File: src/rtl/uart_pkg.sv
// Shared UART definitions: transmitter state encoding, line idle level and frame-length helper.
// ST_PARITY is only reachable when UART_TX_PARITY_EN is defined.
package uart_pkg;

   localparam logic UART_IDLE = 1'b1;

   typedef enum logic [2:0] {
      ST_IDLE   = 3'd0,
      ST_START  = 3'd1,
      ST_DATA   = 3'd2,
      ST_PARITY = 3'd3,
      ST_STOP   = 3'd4
   } uart_tx_state_t;

   // Clock cycles in one frame; shared with the receiver for timeout sizing.
   function automatic int unsigned uart_frame_cycles(
      input int unsigned data_bits,
      input int unsigned parity_bits,
      input int unsigned stop_bits,
      input int unsigned clk_div
   );
      return (1 + data_bits + parity_bits + stop_bits) * clk_div;
   endfunction

endpackage

File: src/rtl/uart_baud_gen.sv
// Bit-time counter for the UART: counts 0..CLK_DIV-1 while enabled, TICK marks the last cycle of a bit.
module uart_baud_gen #(
   parameter int CLK_DIV = 16
) (
   input  logic CLK,
   input  logic RESET,
   input  logic CLEAR,
   input  logic EN,
   output logic TICK
);

   localparam int CNT_W = $clog2(CLK_DIV);
   localparam logic [CNT_W-1:0] CNT_LAST = CNT_W'(CLK_DIV - 1);

   logic [CNT_W-1:0] cnt_q, cnt_d;

   assign TICK = (cnt_q == CNT_LAST);

   always_comb begin
      cnt_d = cnt_q;
      if (CLEAR) begin
         cnt_d = '0;
      end else if (EN) begin
         cnt_d = TICK ? '0 : cnt_q + CNT_W'(1);
      end
   end

   always_ff @(posedge CLK) begin
      if (RESET) begin
         cnt_q <= '0;
      end else begin
         cnt_q <= cnt_d;
      end
   end

endmodule

File: src/rtl/uart_tx.sv
// UART transmitter: start bit, DATA LSB first, optional parity, STOP_BITS stop bits at CLK/CLK_DIV baud.
// Define UART_TX_PARITY_EN to add a parity bit (even, or odd when PARITY_ODD=1).
//
// state      | meaning
// ST_IDLE    | line high, READY asserted, baud counter held at 0
// ST_START   | line low for one bit time
// ST_DATA    | line = shift_q[0], shift right at each bit end
// ST_PARITY  | line = parity of the accepted word (UART_TX_PARITY_EN only)
// ST_STOP    | line high for STOP_BITS bit times
module uart_tx
   import uart_pkg::*;
#(
   parameter int DATA_BITS  = 8,
   parameter int CLK_DIV    = 16,
   parameter int STOP_BITS  = 1,
   parameter int PARITY_ODD = 0
) (
   input  logic                 CLK,
   input  logic                 RESET,
   input  logic [DATA_BITS-1:0] DATA,
   input  logic                 VALID,
   output logic                 READY,
   output logic                 TX,
   output logic                 BUSY
);

   if (DATA_BITS < 5 || DATA_BITS > 9 || CLK_DIV < 2 || STOP_BITS < 1 || STOP_BITS > 2 ||
       PARITY_ODD < 0 || PARITY_ODD > 1) begin : g_param_check
      $error("uart_tx: illegal parameter combination");
   end

   localparam int BIT_W = $clog2(DATA_BITS);
   localparam logic [BIT_W-1:0] BIT_LAST  = BIT_W'(DATA_BITS - 1);
   localparam logic             STOP_LAST = 1'(STOP_BITS - 1);

   uart_tx_state_t       state_q, state_d;
   logic [DATA_BITS-1:0] shift_q, shift_d;
   logic [BIT_W-1:0]     bit_idx_q, bit_idx_d;
   logic                 stop_idx_q, stop_idx_d;
   logic                 tx_q, tx_d;
   logic                 accept;
   logic                 tick;
   logic                 baud_clear;
   logic                 baud_en;

`ifdef UART_TX_PARITY_EN
   logic parity_q, parity_d;
`endif

   assign READY      = (state_q == ST_IDLE) && !RESET;
   assign BUSY       = (state_q != ST_IDLE);
   assign TX         = tx_q;
   assign accept     = VALID && READY;
   assign baud_clear = (state_q == ST_IDLE);
   assign baud_en    = BUSY;

   uart_baud_gen #(
      .CLK_DIV (CLK_DIV)
   ) u_baud_gen (
      .CLK   (CLK),
      .RESET (RESET),
      .CLEAR (baud_clear),
      .EN    (baud_en),
      .TICK  (tick)
   );

   always_comb begin
      state_d    = state_q;
      shift_d    = shift_q;
      bit_idx_d  = bit_idx_q;
      stop_idx_d = stop_idx_q;
      case (state_q)
         ST_IDLE: begin
            if (accept) begin
               shift_d    = DATA;
               bit_idx_d  = '0;
               stop_idx_d = 1'b0;
               state_d    = ST_START;
            end
         end
         ST_START: begin
            if (tick) begin
               state_d = ST_DATA;
            end
         end
         ST_DATA: begin
            if (tick) begin
               shift_d = shift_q >> 1;
               if (bit_idx_q == BIT_LAST) begin
                  bit_idx_d = '0;
`ifdef UART_TX_PARITY_EN
                  state_d   = ST_PARITY;
`else
                  state_d   = ST_STOP;
`endif
               end else begin
                  bit_idx_d = bit_idx_q + BIT_W'(1);
               end
            end
         end
`ifdef UART_TX_PARITY_EN
         ST_PARITY: begin
            if (tick) begin
               state_d = ST_STOP;
            end
         end
`endif
         ST_STOP: begin
            if (tick) begin
               if (stop_idx_q == STOP_LAST) begin
                  state_d = ST_IDLE;
               end else begin
                  stop_idx_d = stop_idx_q + 1'b1;
               end
            end
         end
         default: begin
            state_d = ST_IDLE;
         end
      endcase
   end

`ifdef UART_TX_PARITY_EN
   // Parity is taken from the word at acceptance since the shift register is consumed by then.
   always_comb begin
      parity_d = parity_q;
      if (accept) begin
         parity_d = (^DATA) ^ 1'(PARITY_ODD);
      end
   end
`endif

   // The line is registered from next state so the first start-bit cycle follows the acceptance edge.
   always_comb begin
      tx_d = UART_IDLE;
      case (state_d)
         ST_START:  tx_d = 1'b0;
         ST_DATA:   tx_d = shift_d[0];
`ifdef UART_TX_PARITY_EN
         ST_PARITY: tx_d = parity_q;
`endif
         default:   tx_d = UART_IDLE;
      endcase
   end

   always_ff @(posedge CLK) begin
      if (RESET) begin
         state_q    <= ST_IDLE;
         shift_q    <= '0;
         bit_idx_q  <= '0;
         stop_idx_q <= 1'b0;
         tx_q       <= UART_IDLE;
      end else begin
         state_q    <= state_d;
         shift_q    <= shift_d;
         bit_idx_q  <= bit_idx_d;
         stop_idx_q <= stop_idx_d;
         tx_q       <= tx_d;
      end
   end

`ifdef UART_TX_PARITY_EN
   always_ff @(posedge CLK) begin
      if (RESET) begin
         parity_q <= 1'b0;
      end else begin
         parity_q <= parity_d;
      end
   end
`endif

endmodule

File: config.mk
export PLATFORM = sky130hd
export DESIGN_NAME = uart_tx
export DESIGN_NICKNAME = d
export VERILOG_FILES = /design/src/rtl/uart_pkg.sv /design/src/rtl/uart_baud_gen.sv /design/src/rtl/uart_tx.sv
export SDC_FILE = /design/constraint.sdc
export NUM_CORES = 1
export LEC_CHECK = 0
export ABC_CLOCK_PERIOD_IN_PS = 3750
export CORE_AREA = 2 2 50 52
export CTS_BUF_LIST = sky130_fd_sc_hd__clkbuf_2 sky130_fd_sc_hd__clkbuf_4 sky130_fd_sc_hd__clkbuf_8
export DETAILED_ROUTE_END_ITERATION = 8
export DIE_AREA = 0 0 52 54
export PLACE_DENSITY = 0.63
export REMOVE_ABC_BUFFERS = 1
export SKIP_CTS_REPAIR_TIMING = 1
export SYNTH_ARGS = -nofsm -noshare
export SYNTH_HDL_FRONTEND = slang
export SYNTH_SLANG_ARGS = --single-unit
File: constraint.sdc
create_clock -name CLK -period 3.75 [get_ports CLK]
set_input_delay 0.75 -clock CLK [delete_from_list [all_inputs] [get_ports CLK]]
set_output_delay 0.75 -clock CLK [all_outputs]
set_load 0.01 [all_outputs]
==> results.yml <==
run_status:
  status: "complete, no violations"
clocking:
  h-tree-depth: 1
  numClockSinks: 19
  worstSkewPairLatency_ns: 0.29
  clk_path_buf_depth: 2
  clockRootBuffer: "clkbuf_4"
  cts_buffers: 3
  clk_pin_slew_worst_paths_ns: 0.10
  cts_tree: "done"
global_route:
  antenna_found_initial: 0
  grt_pass1_vias: 666
  gr-total-overflow: 0
  grt_max_degree: 18
  grt_pass1_wl_um: 2720
  grt.total_usage_pct: 12.8
timing:
  slew_headroom_pct: 40.5
  min_period_ns: 2.82
  rsz0062_at_grt: "no"
  fin_crit_sh_pct: 75.2
  hold_viol_final: 0
  maxSlewViolCount: 0
  finalSetupViolCount: 0
  fin_tns_setup_ns: 0
  fmax_mhz: 355
  tightest_slew_ns: 0.892
  fin_skew_ns: 0.00556
drt:
  drtPass1Iterations: 4
  viasPerCell: 5.12
  drc: 0
  drtAntennaViolNets: 0
  dr_total_vias: 696
  drt_iter0_drc: 7
  wl_per_cell_um: 11.8
  wl_um: 1610
worst_setup_path:
  cp.required_ns: 3.00
  max_stage_delay_ns: 0.61
  cp_max_fo: 5
  cp-end-kind: "primary output"
  crit_slowest_cell: "clkdlybuf4s50_1"
  worstPathCellList: "clkdlybuf4s50_1 -> nor4_4 -> clkdlybuf4s50_1"
  cp_common_cell: "clkdlybuf4s50_1"
  cp-start-kind: "primary input"
  critPathArrivalTime_ns: 2.07
  worstSetupPathType: "in -> out"
place:
  port_buffers: 13
  numPlacedInstances: 132
  gp_congestion: 0.717
  dp_hpwl_um: 1190
run:
  max_cap_viol_count: 0
layout:
  nNetsFinal: 121
  n_antenna_cell: 0
  instances_no_fill: 136
  drive_gt1_share_pct: 9.43
  layout_common_cells: "19 x dfxtp_1, 13 x clkdlybuf4s50_1, 11 x nand2_1"
  fillers: 221
  syn_to_final_growth_pct: 21.2
  layout_commonest_cell: "dfxtp_1"
synth:
  synth-seq-area-share_pct: 44.7
  synth_top_area_share_pct: 44.7
  synth_top_cell_by_area: "dfxtp_1"
  yosys_warnings: 0
  synthCells: 92
  ys_top_cells_by_area: "dfxtp_1 45%, a22oi_1 6.2%, a21oi_1 5.3%"
  synth_area_um2: 851
  ys_types: 31
  syn_area_per_cell_um2: 9.25
  ys_ff_latch: 19
die:
  initial_core_util_pct: 36.7
  dieHeight_um: 54
  dieArea_um2: 2810
  ioPinCount: 14
  rows: 18
  core_um2: 2320
  fp.dieW_um: 52
power_and_ir_drop:
  leakagePower_nw: 0.366
  ir_drop_mv: 0.154
  p_total_mw: 0.358
  power_per_cell_area_nw_per_um2: 347
worst_hold_path:
  hold_path.class: "reg -> reg"
==> worst paths after layout <==
path	start	to	slack (ns)	cells after the start
worst max-delay path	RESET	READY	0.93	3
worst min-delay path	u_baud_gen.cnt_q[0]$_SDFFE_PP0N_	u_baud_gen.cnt_q[0]$_SDFFE_PP0N_	0.45	1
worst max register to register	u_baud_gen.cnt_q[0]$_SDFFE_PP0N_	shift_q[2]$_SDFFE_PP0P_	1.90	5
worst min register to register	u_baud_gen.cnt_q[0]$_SDFFE_PP0N_	u_baud_gen.cnt_q[0]$_SDFFE_PP0N_	0.45	1
==> synth_stat cells <==
cell type	count
nor3_1	2
a22o_2	1
xor2_1	1
nand3_1	6
nor3b_2	1
nand3b_1	2
nand4_1	1
a31oi_1	2
a22oi_2	1
ha_1	3
nand2_1	11
and3_1	1
a22oi_1	7
nor2_1	7
clkbuf_2	1
xnor2_1	1
buf_2	1
and2_1	2
nor4_4	1
dfxtp_1	19
a21o_1	1
a211oi_1	1
nor2_4	1
o2111ai_1	1
a21oi_1	9
a32o_1	1
nor2b_1	1
buf_6	1
or3b_1	2
inv_1	2
clkbuf_1	1
==> cells by family (layout without fill, tap and decap cells) <==
group | after synthesis | after routing | share of synthesized area (%)
AND/OR/NAND/NOR | 38 | 38 | 25.4
AO/OA/AOI/OAI | 24 | 24 | 19.6
flip-flops | 19 | 19 | 44.7
buffers and inverters | 6 | 20 | 3.82
adder cells (fa/ha/maj) | 3 | 3 | 4.41
XOR/XNOR | 2 | 2 | 2.06
==> power by group <==
part / internal [mW] / switching [mW] / leakage, nW / total (mW)
Combinational: 0.0216 / 0.0180 / 0.193 / 0.0397
Clock: 0.0485 / 0.0571 / 0.0184 / 0.106
Sequential: 0.208 / 0.00465 / 0.154 / 0.213
==> flip-flops by register name (all words and copies together), names as in the netlist <==
register and count:
state_q 3, u_baud_gen.cnt_q 4, shift_q 8, bit_idx_q 3, TX 1
==> stage by stage <==
step	util (%)	hold slack, ns	setup WS, ns	area (µm²)
detailed placement	43.1	0.444	0.935	1000
finish	44.4	0.452	0.932	1030
global route	44.4	0.485	0.844	1030
global placement	43.1	0.431	0.944	1000
floorplan	-	0.418	1.99	826
CTS	44.4	0.462	0.920	1030
==> metal layers <==
layer / global-route usage (%) / up-vias / share of wire (%)
li1: - / 363 / -
met1: 15.6 / 320 / 48
met2: 21.5 / 13 / 47
met3: 3.89 / 0 / 4.9
met4: 4.39 / 0 / 0
met5: 0 / - / 0
==> worst max-delay path: cells and delay by family <==
family,cells,cell delay [ns]
buffers and inverters,2,1.07
AND/OR/NAND/NOR,1,0.25
==> area by class of cell <==
cell class	instances	area (µm²)	share of cell area [%]
Inverter	2	7.51	0.728
Multi-Input combinational cell	67	438	42.5
Tap cell	30	37.5	3.64
Clock buffer	4	30.0	2.91
Timing Repair Buffer	14	138	13.3
Sequential cell	19	380	36.9
(Power assumes the default switching activity.)
